===== src/rtl/mem_lsu.sv =====
// Load/store unit with MEM/WB register, handshaked byte-lane RAM bus and bus timeout.
// Define MEM_LSU_ALIGN_CHECK_EN to trap misaligned half/word accesses instead of aligning them down.
module mem_lsu #(
    parameter int DATA_W  = 32,
    parameter int ADDR_W  = 32,
    parameter int TIMEOUT = 15
) (
    input  logic              clk,
    input  logic              rst,
    input  logic              valid_i,
    input  logic [7:0]        op_i,
    input  logic [ADDR_W-1:0] addr_i,
    input  logic [DATA_W-1:0] sdata_i,
    input  logic [4:0]        wreg_addr_i,
    input  logic              wreg_we_i,
    input  logic [DATA_W-1:0] wreg_data_i,
    output logic              stall_o,
    output logic [4:0]        wb_addr_o,
    output logic              wb_we_o,
    output logic [DATA_W-1:0] wb_data_o,
    output logic              ram_ce,
    output logic              ram_we,
    output logic [DATA_W/8-1:0] ram_sel,
    output logic [ADDR_W-1:0] ram_addr,
    output logic [DATA_W-1:0] ram_wdata,
    input  logic [DATA_W-1:0] ram_rdata,
    input  logic              ram_ack,
    output logic              exc_valid_o,
    output logic [1:0]        exc_code_o,
    output logic [ADDR_W-1:0] exc_badaddr_o
);

    localparam int BYTES  = DATA_W / 8;
    localparam int LANE_W = $clog2(BYTES);

    localparam logic [7:0] LB_OP  = 8'hE0;
    localparam logic [7:0] LH_OP  = 8'hE1;
    localparam logic [7:0] LW_OP  = 8'hE3;
    localparam logic [7:0] LBU_OP = 8'hE4;
    localparam logic [7:0] LHU_OP = 8'hE5;
    localparam logic [7:0] SB_OP  = 8'hE8;
    localparam logic [7:0] SH_OP  = 8'hE9;
    localparam logic [7:0] SW_OP  = 8'hEB;

    localparam logic [1:0] EXC_ADEL   = 2'b01;
    localparam logic [1:0] EXC_ADES   = 2'b10;
    localparam logic [1:0] EXC_BUSERR = 2'b11;

    typedef enum logic [1:0] {SZ_BYTE, SZ_HALF, SZ_WORD, SZ_NONE} size_t;
    typedef enum logic {IDLE, REQ} state_t;

    function automatic size_t op_size(input logic [7:0] op);
        case (op)
            LB_OP, LBU_OP, SB_OP: op_size = SZ_BYTE;
            LH_OP, LHU_OP, SH_OP: op_size = SZ_HALF;
            LW_OP, SW_OP:         op_size = SZ_WORD;
            default:              op_size = SZ_NONE;
        endcase
    endfunction

    function automatic logic op_store(input logic [7:0] op);
        op_store = (op == SB_OP) || (op == SH_OP) || (op == SW_OP);
    endfunction

    state_t            state, state_next;
    logic [7:0]        op_q;
    logic [ADDR_W-1:0] addr_q;
    logic [DATA_W-1:0] sdata_q;
    logic [4:0]        dest_q;
    logic [7:0]        wait_cnt;

    size_t             in_size, q_size;
    logic              in_mem, q_store, at_limit;
    logic              align_fault;
    logic [1:0]        align_code;
    logic [LANE_W-1:0] lane_off;
    logic [BYTES-1:0]  lane_mask;
    logic [DATA_W-1:0] store_data, load_shift, load_data;

    assign in_size  = op_size(op_i);
    assign in_mem   = valid_i && (in_size != SZ_NONE);
    assign q_size   = op_size(op_q);
    assign q_store  = op_store(op_q);
    assign at_limit = (wait_cnt == 8'(TIMEOUT));

`ifdef MEM_LSU_ALIGN_CHECK_EN
    logic in_misal;
    assign in_misal    = ((in_size == SZ_HALF) && addr_i[0]) ||
                         ((in_size == SZ_WORD) && (addr_i[1:0] != 2'b00));
    assign align_fault = in_mem && in_misal;
    assign align_code  = op_store(op_i) ? EXC_ADES : EXC_ADEL;
`else
    assign align_fault = 1'b0;
    assign align_code  = EXC_ADEL;
`endif

    // Lane selection from the latched access; misaligned low bits are simply masked off.
    always_comb begin
        lane_off  = addr_q[LANE_W-1:0];
        lane_mask = BYTES'(15);
        case (q_size)
            SZ_BYTE: lane_mask = BYTES'(1);
            SZ_HALF: begin
                lane_off[0] = 1'b0;
                lane_mask   = BYTES'(3);
            end
            default: lane_off[1:0] = 2'b00;
        endcase
        case (q_size)
            SZ_BYTE: store_data = {BYTES{sdata_q[7:0]}};
            SZ_HALF: store_data = {(BYTES/2){sdata_q[15:0]}};
            default: store_data = {(BYTES/4){sdata_q[31:0]}};
        endcase
        load_shift = ram_rdata >> {lane_off, 3'b000};
        case (op_q)
            LB_OP:   load_data = DATA_W'($signed(load_shift[7:0]));
            LBU_OP:  load_data = DATA_W'(load_shift[7:0]);
            LH_OP:   load_data = DATA_W'($signed(load_shift[15:0]));
            LHU_OP:  load_data = DATA_W'(load_shift[15:0]);
            default: load_data = DATA_W'($signed(load_shift[31:0]));
        endcase
    end

    always_ff @(posedge clk or posedge rst) begin
        if (rst) state <= IDLE;
        else     state <= state_next;
    end

    // Bus and exception outputs are combinational from state so reset drops them at once.
    always_comb begin
        state_next    = state;
        stall_o       = 1'b0;
        ram_ce        = 1'b0;
        ram_we        = 1'b0;
        ram_sel       = '0;
        ram_addr      = '0;
        ram_wdata     = '0;
        exc_valid_o   = 1'b0;
        exc_code_o    = 2'b00;
        exc_badaddr_o = '0;
        case (state)
            IDLE: begin
                if (align_fault) begin
                    exc_valid_o   = 1'b1;
                    exc_code_o    = align_code;
                    exc_badaddr_o = addr_i;
                end else if (in_mem) begin
                    stall_o    = 1'b1;
                    state_next = REQ;
                end
            end
            REQ: begin
                if (!at_limit) begin
                    ram_ce    = 1'b1;
                    ram_we    = q_store;
                    ram_sel   = lane_mask << lane_off;
                    ram_addr  = {addr_q[ADDR_W-1:LANE_W], {LANE_W{1'b0}}};
                    ram_wdata = q_store ? store_data : '0;
                end
                if (ram_ack) begin
                    state_next = IDLE;
                end else if (at_limit) begin
                    state_next    = IDLE;
                    exc_valid_o   = 1'b1;
                    exc_code_o    = EXC_BUSERR;
                    exc_badaddr_o = addr_q;
                end else begin
                    stall_o = 1'b1;
                end
            end
            default: state_next = IDLE;
        endcase
    end

    // Access latch, wait counter and the MEM/WB register.
    always_ff @(posedge clk or posedge rst) begin
        if (rst) begin
            op_q      <= '0;
            addr_q    <= '0;
            sdata_q   <= '0;
            dest_q    <= '0;
            wait_cnt  <= '0;
            wb_addr_o <= '0;
            wb_we_o   <= 1'b0;
            wb_data_o <= '0;
        end else begin
            case (state)
                IDLE: begin
                    if (in_mem && !align_fault) begin
                        op_q     <= op_i;
                        addr_q   <= addr_i;
                        sdata_q  <= sdata_i;
                        dest_q   <= wreg_addr_i;
                        wait_cnt <= '0;
                        wb_we_o  <= 1'b0;
                    end else begin
                        wb_addr_o <= wreg_addr_i;
                        wb_data_o <= wreg_data_i;
                        wb_we_o   <= wreg_we_i && valid_i && !align_fault;
                    end
                end
                REQ: begin
                    if (ram_ack) begin
                        wb_we_o <= !q_store;
                        if (!q_store) begin
                            wb_addr_o <= dest_q;
                            wb_data_o <= load_data;
                        end
                    end else if (at_limit) begin
                        wb_we_o <= 1'b0;
                    end else begin
                        wb_we_o  <= 1'b0;
                        wait_cnt <= wait_cnt + 8'd1;
                    end
                end
                default: wb_we_o <= 1'b0;
            endcase
        end
    end

endmodule


===== config.mk =====
export PLATFORM = sky130hd
export DESIGN_NAME = mem_lsu
export DESIGN_NICKNAME = d
export VERILOG_FILES = /design/src/rtl/mem_lsu.sv
export SDC_FILE = /design/constraint.sdc
export NUM_CORES = 1
export LEC_CHECK = 0
export CAP_MARGIN = 20
export CORE_ASPECT_RATIO = 1.25
export CORE_UTILIZATION = 25
export CTS_BUF_LIST = sky130_fd_sc_hd__clkbuf_8
export CTS_CLUSTER_SIZE = 40
export DETAILED_ROUTE_END_ITERATION = 16
export GPL_ROUTABILITY_DRIVEN = 0
export PLACE_DENSITY = 0.51
export SYNTH_ARGS = -nofsm -noshare
export SYNTH_HDL_FRONTEND = slang
export SYNTH_SLANG_ARGS = --single-unit

===== constraint.sdc =====
create_clock -name clk -period 6.92 [get_ports clk]
set_input_delay 1.038 -clock clk [delete_from_list [all_inputs] [get_ports clk]]
set_output_delay 1.038 -clock clk [all_outputs]
set_load 0.005 [all_outputs]

---- Word level (Yosys, flattened, before mapping) ----
Cells that the tools add are included.
storage, ports and cells
  register bits ........................... 124
  bits of input ports ..................... 146
cells by class
  add/sub/neg operators ................... 1
  equality and inequality tests ........... 25
  muxes and demuxes ....................... 45
  reduce and logical (&&, ||, !) cells .... 16
  bitwise operators ....................... 1
  shifts and indexed selects .............. 2
operators with widths
  operator                                                         count
  32-bit 2-to-1 mux                                                10
  32-bit one-hot mux with 2 select lines                           3
  8-bit == test, second input constant                             16
  32-bit one-hot mux with 4 select lines                           1
  32-bit by 5-bit >> shifter with 32-bit output                    1
  8-bit 2-to-1 mux                                                 3
  8-bit one-hot mux with 2 select lines                            1
  5-bit 2-to-1 mux                                                 3
  2-bit != test, second input constant                             7
  1-bit 2-to-1 mux                                                 12
  2-bit one-hot mux with 3 select lines                            2
  3-bit OR reduction                                               4
  5-bit one-hot mux with 2 select lines                            1
  8-bit by 1-bit adder with 8-bit output, second input constant    1
  8-bit by 4-bit == test with 1-bit output, second input constant  1
  4-bit 2-to-1 mux                                                 2
  4-bit one-hot mux with 2 select lines                            1
  1-bit one-hot mux with 2 select lines                            3
  3-bit AND reduction                                              2
  2-bit OR reduction                                               3
  2-bit 2-to-1 mux                                                 2
  2-bit one-hot mux with 2 select lines                            1
  4-bit by 2-bit left shift with 4-bit output                      1
  2-bit by 1-bit == test with 1-bit output, second input constant  1
  other kinds (6)                                                  8

---- Depth between registers and ports, before layout ----
Gate-level depths: netlist of run 1.
  depth in word-level cells ............... 11
  mapped depth ............................ 8
  gate-level depth less buffers ........... 7

---- Least setup slack after synthesis of run 1 ----
No wires, ideal clock.
  path type ............................... reg-to-output
  start point ............................. register wait_cnt[0]
  end point ............................... output port ram_wdata[27]
  data arrival time ....................... 2.072 ns
  stages on the path, launching flop included .. 9
  data required time ...................... 5.882 ns
  setup slack ............................. 3.810 ns
  buffers on the path ..................... 2
  cells stage by stage .................... dfrtp_1 > ha_1 > and3_1 > nand2_1 > nand2_1 > or4_1 > clkbuf_1 > clkbuf_1 > a211oi_1
between the ends
  cells in the longest elaborated chain, start to end .. 3
RTL lines
  element                                   RTL line  text
  from (decl)                               70        logic [7:0] wait_cnt;
  from (signal assigned)                    213       wait_cnt <= wait_cnt + 8'd1;
  8-bit by 4-bit == test with 1-bit output  84        assign at_limit = (wait_cnt == 8'(TIMEOUT));
  32-bit 2-to-1 mux                         153       if (!at_limit) begin
  32-bit 2-to-1 mux                         141       case (state)
  to (decl)                                 25        output logic [DATA_W-1:0] ram_wdata,
Every way passes these cells.

---- Final worst setup path of run 1 ----
  start point ............................. register wait_cnt[0]
  end point ............................... output port ram_wdata[6]
The elaborated chain is that of the path after synthesis.

==> results of run 1 <==
[final cells by class]
class | count | area, µm² | share of cell area, %
inverter | 11 | 46.3 | 0.448
sequential | 124 | 3100 | 30.0
clock inverter | 12 | 101 | 0.980
antenna | 1 | 2.50 | 0.0242
timing repair buffer | 298 | 2960 | 28.6
clock buffer | 19 | 262 | 2.53
multi-input combinational | 488 | 3440 | 33.2
tap | 345 | 432 | 4.18
[power by group through the flow]
| stage | Sequential (µW) | Clock (µW) | Combinational, µW |
|---|---|---|---|
| global route | 945 | 663 | 505 |
| global placement | 937 | 0 | 466 |
| floorplan | 904 | 0 | 269 |
| CTS | 927 | 638 | 467 |
| detailed placement | 940 | 0 | 466 |
| finish | 927 | 607 | 460 |
[Yosys cell counts, types with 2 or more instances]
| cell type | instances |
|---|---|
| dfrtp_1 | 124 |
| mux2_2 | 72 |
| nand2_1 | 71 |
| nor2_1 | 44 |
| and2_1 | 41 |
| clkbuf_1 | 39 |
| and3_1 | 36 |
| nor3_1 | 34 |
| a21oi_1 | 27 |
| mux2i_1 | 20 |
| a221oi_1 | 19 |
| buf_2 | 13 |
| o21ai_0 | 13 |
| a31oi_1 | 12 |
| a221oi_2 | 10 |
| a211oi_1 | 9 |
| inv_1 | 9 |
| a21o_1 | 8 |
| a222oi_1 | 7 |
| nand3_1 | 7 |
| nand4_1 | 6 |
| o2bb2ai_1 | 6 |
| xor2_1 | 6 |
| nand2b_1 | 5 |
| o22a_1 | 5 |
| buf_4 | 4 |
| a221o_1 | 3 |
| a211o_1 | 2 |
| buf_6 | 2 |
| nor2b_1 | 2 |
| nor4bb_1 | 2 |
[metrics by stage]
step,instance area [µm²],std cells
finish,10300,1298
global route,10300,1297
CTS,10300,1297
detailed placement,9970,1266
global placement,9970,1266
floorplan,6820,682
[layout by cell type, fill, tap and decap left out, types with 2 or more instances in the layout]
cell type        synthesis  layout
nor4bb_1                 2       2
a211o_1                  2       2
nand2_1                 71      71
a211oi_1                 9       9
inv_1                    9      10
buf_4                    4      11
dfrtp_1                124     123
mux2_2                  72      72
clkinv_2                 0       2
clkdlybuf4s50_1          0     287
conb_1                   1       2
nor2_1                  44      43
and3_1                  36      36
clkinvlp_4               0       6
nor3_1                  34      34
a222oi_1                 7       7
nand4_1                  6       6
o22a_1                   5       5
clkbuf_8                 0      19
mux2i_1                 20      20
nand3_1                  7       7
a221oi_2                10      10
o21ai_0                 13      13
a221o_1                  3       3
nor2b_1                  2       2
nand2b_1                 5       5
a31oi_1                 12      11
a21oi_1                 27      27
a221oi_1                19      19
o2bb2ai_1                6       6
and2_1                  41      41
xor2_1                   6       6
a21o_1                   8       8
[layer usage]
metal,vias to the layer above,global-route usage [%],part of all wire [%]
met5,-,0,0.067
met4,2,5.32,1.4
met3,25,5.11,7.1
met2,244,31.0,50
met1,3118,22.5,42
li1,2976,-,-
[path summary, 6_finish.rpt]
path	end	slack (ns)	startpoint	cells after the start
setup / recovery	ram_wdata[6]	1.53	wait_cnt[0]$_DFFE_PP0P_	8
hold / removal	op_q[7]$_DFFE_PP0N_	0.50	op_q[7]$_DFFE_PP0N_	1
setup reg to reg	sdata_q[3]$_DFFE_PP0N_	3.80	state$_DFF_PP0_	5
hold reg to reg	op_q[7]$_DFFE_PP0N_	0.50	op_q[7]$_DFFE_PP0N_	1
max in group asynchronous	sdata_q[8]$_DFFE_PP0N_	4.52	rst	3
min in group asynchronous	addr_q[28]$_DFFE_PP0N_	1.02	rst	2
[sequential cells by signal, indices dropped and copies added, names as in the netlist]
name and count:
addr_q 32, dest_q 5, op_q 8, sdata_q 32, state 1, wait_cnt 8
wb_addr_o 5, wb_data_o 32, wb_we_o 1
[kinds of logic (layout without fill, tap and decap cells)]
group	after synthesis	in the layout	synth area share (%)
AOI/OAI and AO/OA	130	130	15.0
xor gates and xnor gates	6	6	0.771
adders and majority gates	1	1	0.184
buffers and inverters	70	340	4.53
DFF	124	124	45.5
muxes	92	92	14.8
other	1	3	0.0550
and+or+nand+nor	257	257	19.1
[worst max-delay path: stages (launching register included)]
cell and delay (ns):
dfrtp_1 0.44, ha_1 0.26, and3_1 0.21, nand2_1 0.79, nand2_1 0.29, or4_1 0.92, inv_2 0.31, and2_1 0.16
clkdlybuf4s50_1 0.50
==> flow_summary_export.csv, run 1 <==
group,metric,value,unit
cts,cts_tree,"built",
placed_design,hpwlAfterDp,17.8,mm
timing,setup_ws,1.53,ns
cts,clockBufferDepth,2,
cts,post_cts_buffers,0,
timing,finalCriticalPeriod,5.39,ns
synthesis,yosys.area.top_type,"dfrtp_1",
timing,slew_violations,0,
detailed_routing,wl_per_cell,19.6,µm
placed_design,pre_cts_ws,1.93,ns
setup_path,worst_ep_required_time,5.88,ns
synthesis,syn_inst,681,
cts,cts_hold_buf,0,
floorplanning,die_y,187,µm
timing,rsz0062_at_grt,"no",
timing,finalClockSkew,0.0137,ns
power,power.leakage,0.00429,µW
global_routing,track_usage,18.3,%
timing,worst_slew_pin_slew,1.10,ns
synthesis,yosys-top-cells-area,"dfrtp_1 (46%), mux2_2 (12%), nand2_1 (3.9%), and2_1 (3.8%), and3_1 (3.3%)",
synthesis,async_flop_share,100,%
setup_path,arrival,4.35,ns
global_routing,antenna_found_initial,2,
synthesis,syn_area_per_cell,10.0,µm²
power,power.share.clock,30.4,%
timing,fin_tns_setup,0,ns
power,power.switching,610,µW
placed_design,io_buffers,287,
power,p_sw_share,30.6,%
power,total_power,1990,µW
global_routing,grt_pass1_vias,6760,
floorplanning,coreArea,26800,µm²
synthesis,syn-cell-area,6820,µm²
cts,cts.sinks,124,
floorplanning,die-area,27900,µm²
global_routing,grt_max_degree,68,
floorplanning,io_pins,290,
cells_and_area,syn_to_final_growth,51.7,%
flow_run,cap_violations,0,
power,irDropWorstVdd,0.000120,V
synthesis,synth-edff-count,0,
synthesis,ys_seq_area_share,45.5,%
detailed_routing,vias_per_cell,4.90,
floorplanning,initial_core_util,25.4,%
cells_and_area,drive_gt1_share,14.0,%
detailed_routing,num_vias,6365,
floorplanning,num_rows,67,
synthesis,netlist-cell-type-count,54,
cts,htreeDepth,4,
detailed_routing,ant_nets,0,
timing,whs,0.495,ns
detailed_routing,routed_wl,25.4,mm
cells_and_area,n_fill_cell,2744,
power,comb_power_share,23.1,%
detailed_routing,drc,0,
setup_path,crit_type,"reg -> out",
timing,max_slew_margin,26.3,%
timing,max_freq,186,MHz
global_routing,grt_pass1_wl,39.2,mm
timing,hold_viol,0,
setup_path,startpoint_type,"register",
timing,finalSetupViolCount,0,
cts,cts-buffers-inserted,17,
cts,cts_root_buf,"clkbuf_8",
cts,clk_latency,0.44,ns
status,status,"complete, no violations",
setup_path,cp_max_fo,34,
worst_hold_path,hold_class,"reg -> reg",
detailed_routing,drt_first_pass_iters,8,
timing,fin_crit_sh,77.9,%
synthesis,ys.flop_type,"dfrtp_1",
global_routing,overflow,0,
power,pwr-share-seq,46.5,%
cts,clk_pin_slew,0.07,ns
cells_and_area,utilization,38.5,%
synthesis,ys_warn_count,0,
detailed_routing,first_iter_violations,262,
cts,cts_resized,0,
power,p_int,1380,µW
synthesis,synth_seq_cells,124,
floorplanning,dieWidth,150,µm
synthesis,synth_top_area_share,45.5,%
cells_and_area,nets,1087,
power,cellPowerDensity,193,nW/µm²
setup_path,endpoint_kind,"output port",
No activity file was read; power rests on OpenSTA's default activity.
==> inputs of run 2 (changes only) <==
PLACE_DENSITY = 0.53   (was 0.51)
clock period = 4.3 ns   (was 6.92 ns; I/O delays follow)
==> run 2 against run 1 <==
Sequential power increased by 62%; cell count is 0.69% higher; via count up 0.63%; largest cell class unchanged; highest routed layer is now met4.
==> flow_summary_export.csv, run 2 (synthesis gave the netlist of run 1 again) <==
group,metric,value,unit
setup_path,critPathMostFrequentCell,"nand2_1",
timing,fin_crit_sh,93.5,%
detailed_routing,drt_first_pass_iters,7,
setup_path,cp.buffers_inverters,2,
cells_and_area,drive_gt1_share,14.9,%
timing,finalClockSkew,0.00961,ns
timing,fin_tns_setup,0,ns
setup_path,r2r-start,"op_q[4]$_DFFE_PP0N_",
cts,clockBufferDepth,2,
setup_path,critPathTopFamily,"simple AND/OR/NAND/NOR gates",
timing,finalSetupViolCount,0,
timing,max_freq,249,MHz
setup_path,arrival,3.38,ns
power,power.leakage,0.00434,µW
timing,max_slew_margin,31.8,%
cells_and_area,final_cells,1307,
setup_path,cp.depth,8,
cts,cts_resized,0,
setup_path,cp_cell_sequence,"ha_1, and3_1, nand2_1, nand2_1, or4_2, inv_2, and2_1, clkdlybuf4s50_1",
floorplanning,coreArea,26800,µm²
placed_design,io_buffers,287,
setup_path,slowest_delay,0.88,ns
detailed_routing,ant_nets,0,
placed_design,hpwlAfterDp,18.0,mm
floorplanning,initial_core_util,25.4,%
cts,clk_pin_slew,0.08,ns
cts,cts-buffers-inserted,17,
timing,slew_violations,0,
cells_and_area,final_common_cell,"clkdlybuf4s50_1",
detailed_routing,wl_per_cell,19.6,µm
flow_run,cap_violations,0,
status,status,"complete, no violations",
detailed_routing,first_iter_violations,312,
global_routing,track_usage,18.3,%
floorplanning,die-area,27900,µm²
cts,cts_tree,"built",
timing,hold_viol,0,
floorplanning,die_y,187,µm
global_routing,antenna_found_initial,2,
global_routing,overflow,0,
timing,worst_slew_pin_slew,1.02,ns
setup_path,cp_max_fo,25,
setup_path,slowest_stage,"or4_2",
cts,cts_hold_buf,0,
cells_and_area,nets,1094,
power,total_power,3270,µW
floorplanning,io_pins,290,
cts,cts_root_buf,"clkbuf_8",
timing,finalCriticalPeriod,4.02,ns
cells_and_area,largestRegisters,"addr_q (32), sdata_q (32), wb_data_o (32)",
global_routing,grt_max_degree,106,
setup_path,crit_type,"reg -> out",
detailed_routing,vias_per_cell,4.90,
setup_path,endpoint,"ram_wdata[1]",
cells_and_area,final_cell_mix,"clkdlybuf4s50_1 (287), dfrtp_1 (123), mux2_2 (72)",
setup_path,worst_ep_required_time,3.65,ns
cts,post_cts_buffers,0,
floorplanning,dieWidth,150,µm
worst_hold_path,hold_class,"reg -> reg",
power,irDropWorstVdd,0.000188,V
global_routing,grt_pass1_wl,38.8,mm
timing,whs,0.495,ns
cts,cts.sinks,124,
setup_path,endpoint_kind,"output port",
global_routing,grt_pass1_vias,6615,
cells_and_area,syn_to_final_growth,53.1,%
setup_path,regToRegSetupSlack,1.31,ns
setup_path,startpoint_type,"register",
cts,clk_latency,0.45,ns
setup_path,startpoint,"wait_cnt[0]$_DFFE_PP0P_",
setup_path,rr_worst_depth,6,
power,cellPowerDensity,313,nW/µm²
cts,htreeDepth,4,
floorplanning,num_rows,67,
placed_design,dpl.cell_count,1272,
cells_and_area,utilization,38.9,%
detailed_routing,routed_wl,25.6,mm
detailed_routing,drc,0,
setup_path,rr_endpoint,"wb_data_o[14]$_DFFE_PP0P_",
timing,rsz0062_at_grt,"no",
detailed_routing,num_vias,6405,
## run 2: layer usage
metal | GRT usage [%] | share of wire (%) | up-vias
li1 | - | - | 2999
met1 | 22.1 | 42 | 3116
met2 | 30.4 | 48 | 263
met3 | 5.87 | 8.2 | 27
met4 | 5.94 | 1.9 | 0
met5 | 0 | 0 | -
## run 2: power by group
group	switching [µW]	total, µW	leakage (µW)	internal, µW
logic	339	748	0.00260	410
registers	156	1500	0.00155	1350
clock network	527	1020	0.000186	490
## run 2: stage by stage
| stage | instance area, µm² | worst slack (ns) |
|---|---|---|
| final | 10400 | 0.277 |
| after global routing | 10400 | 0.0776 |
| after global placement | 10000 | 0.754 |
| after CTS | 10400 | 0.172 |
| after detailed placement | 10000 | 0.700 |
| after floorplan | 6820 | 0.356 |
## run 2: cell type report
class                      instances  area, µm²
fill                            2720      16400
multi-input combinational        488       3440
sequential                       124       3100
timing repair buffer             305       3030
tap                              345        432
clock buffer                      19        262
clock inverter                    13        118
inverter                          11       46.3
antenna                            2       5.00
## run 2: how the worst min path moves through the flow
stage | from | to | slack (ns) | cells after the start
floorplan | op_q[7]$_DFFE_PP0N_ | op_q[7]$_DFFE_PP0N_ | 0.45 | 1
global placement | op_q[6]$_DFFE_PP0N_ | op_q[6]$_DFFE_PP0N_ | 0.47 | 1
detailed placement | op_q[6]$_DFFE_PP0N_ | op_q[6]$_DFFE_PP0N_ | 0.47 | 1
CTS | op_q[6]$_DFFE_PP0N_ | op_q[6]$_DFFE_PP0N_ | 0.49 | 1
global route | rst | sdata_q[21]$_DFFE_PP0N_ | 0.50 | 2
finish | op_q[6]$_DFFE_PP0N_ | op_q[6]$_DFFE_PP0N_ | 0.49 | 1
## run 2: worst reg2reg max path: stages (launching register included)
cell and delay, ns:
dfrtp_1 0.38, and4b_1 0.47, and2_1 0.86, buf_4 0.35
o21ai_1 0.25, a222oi_1 0.40, a221oi_1 0.14
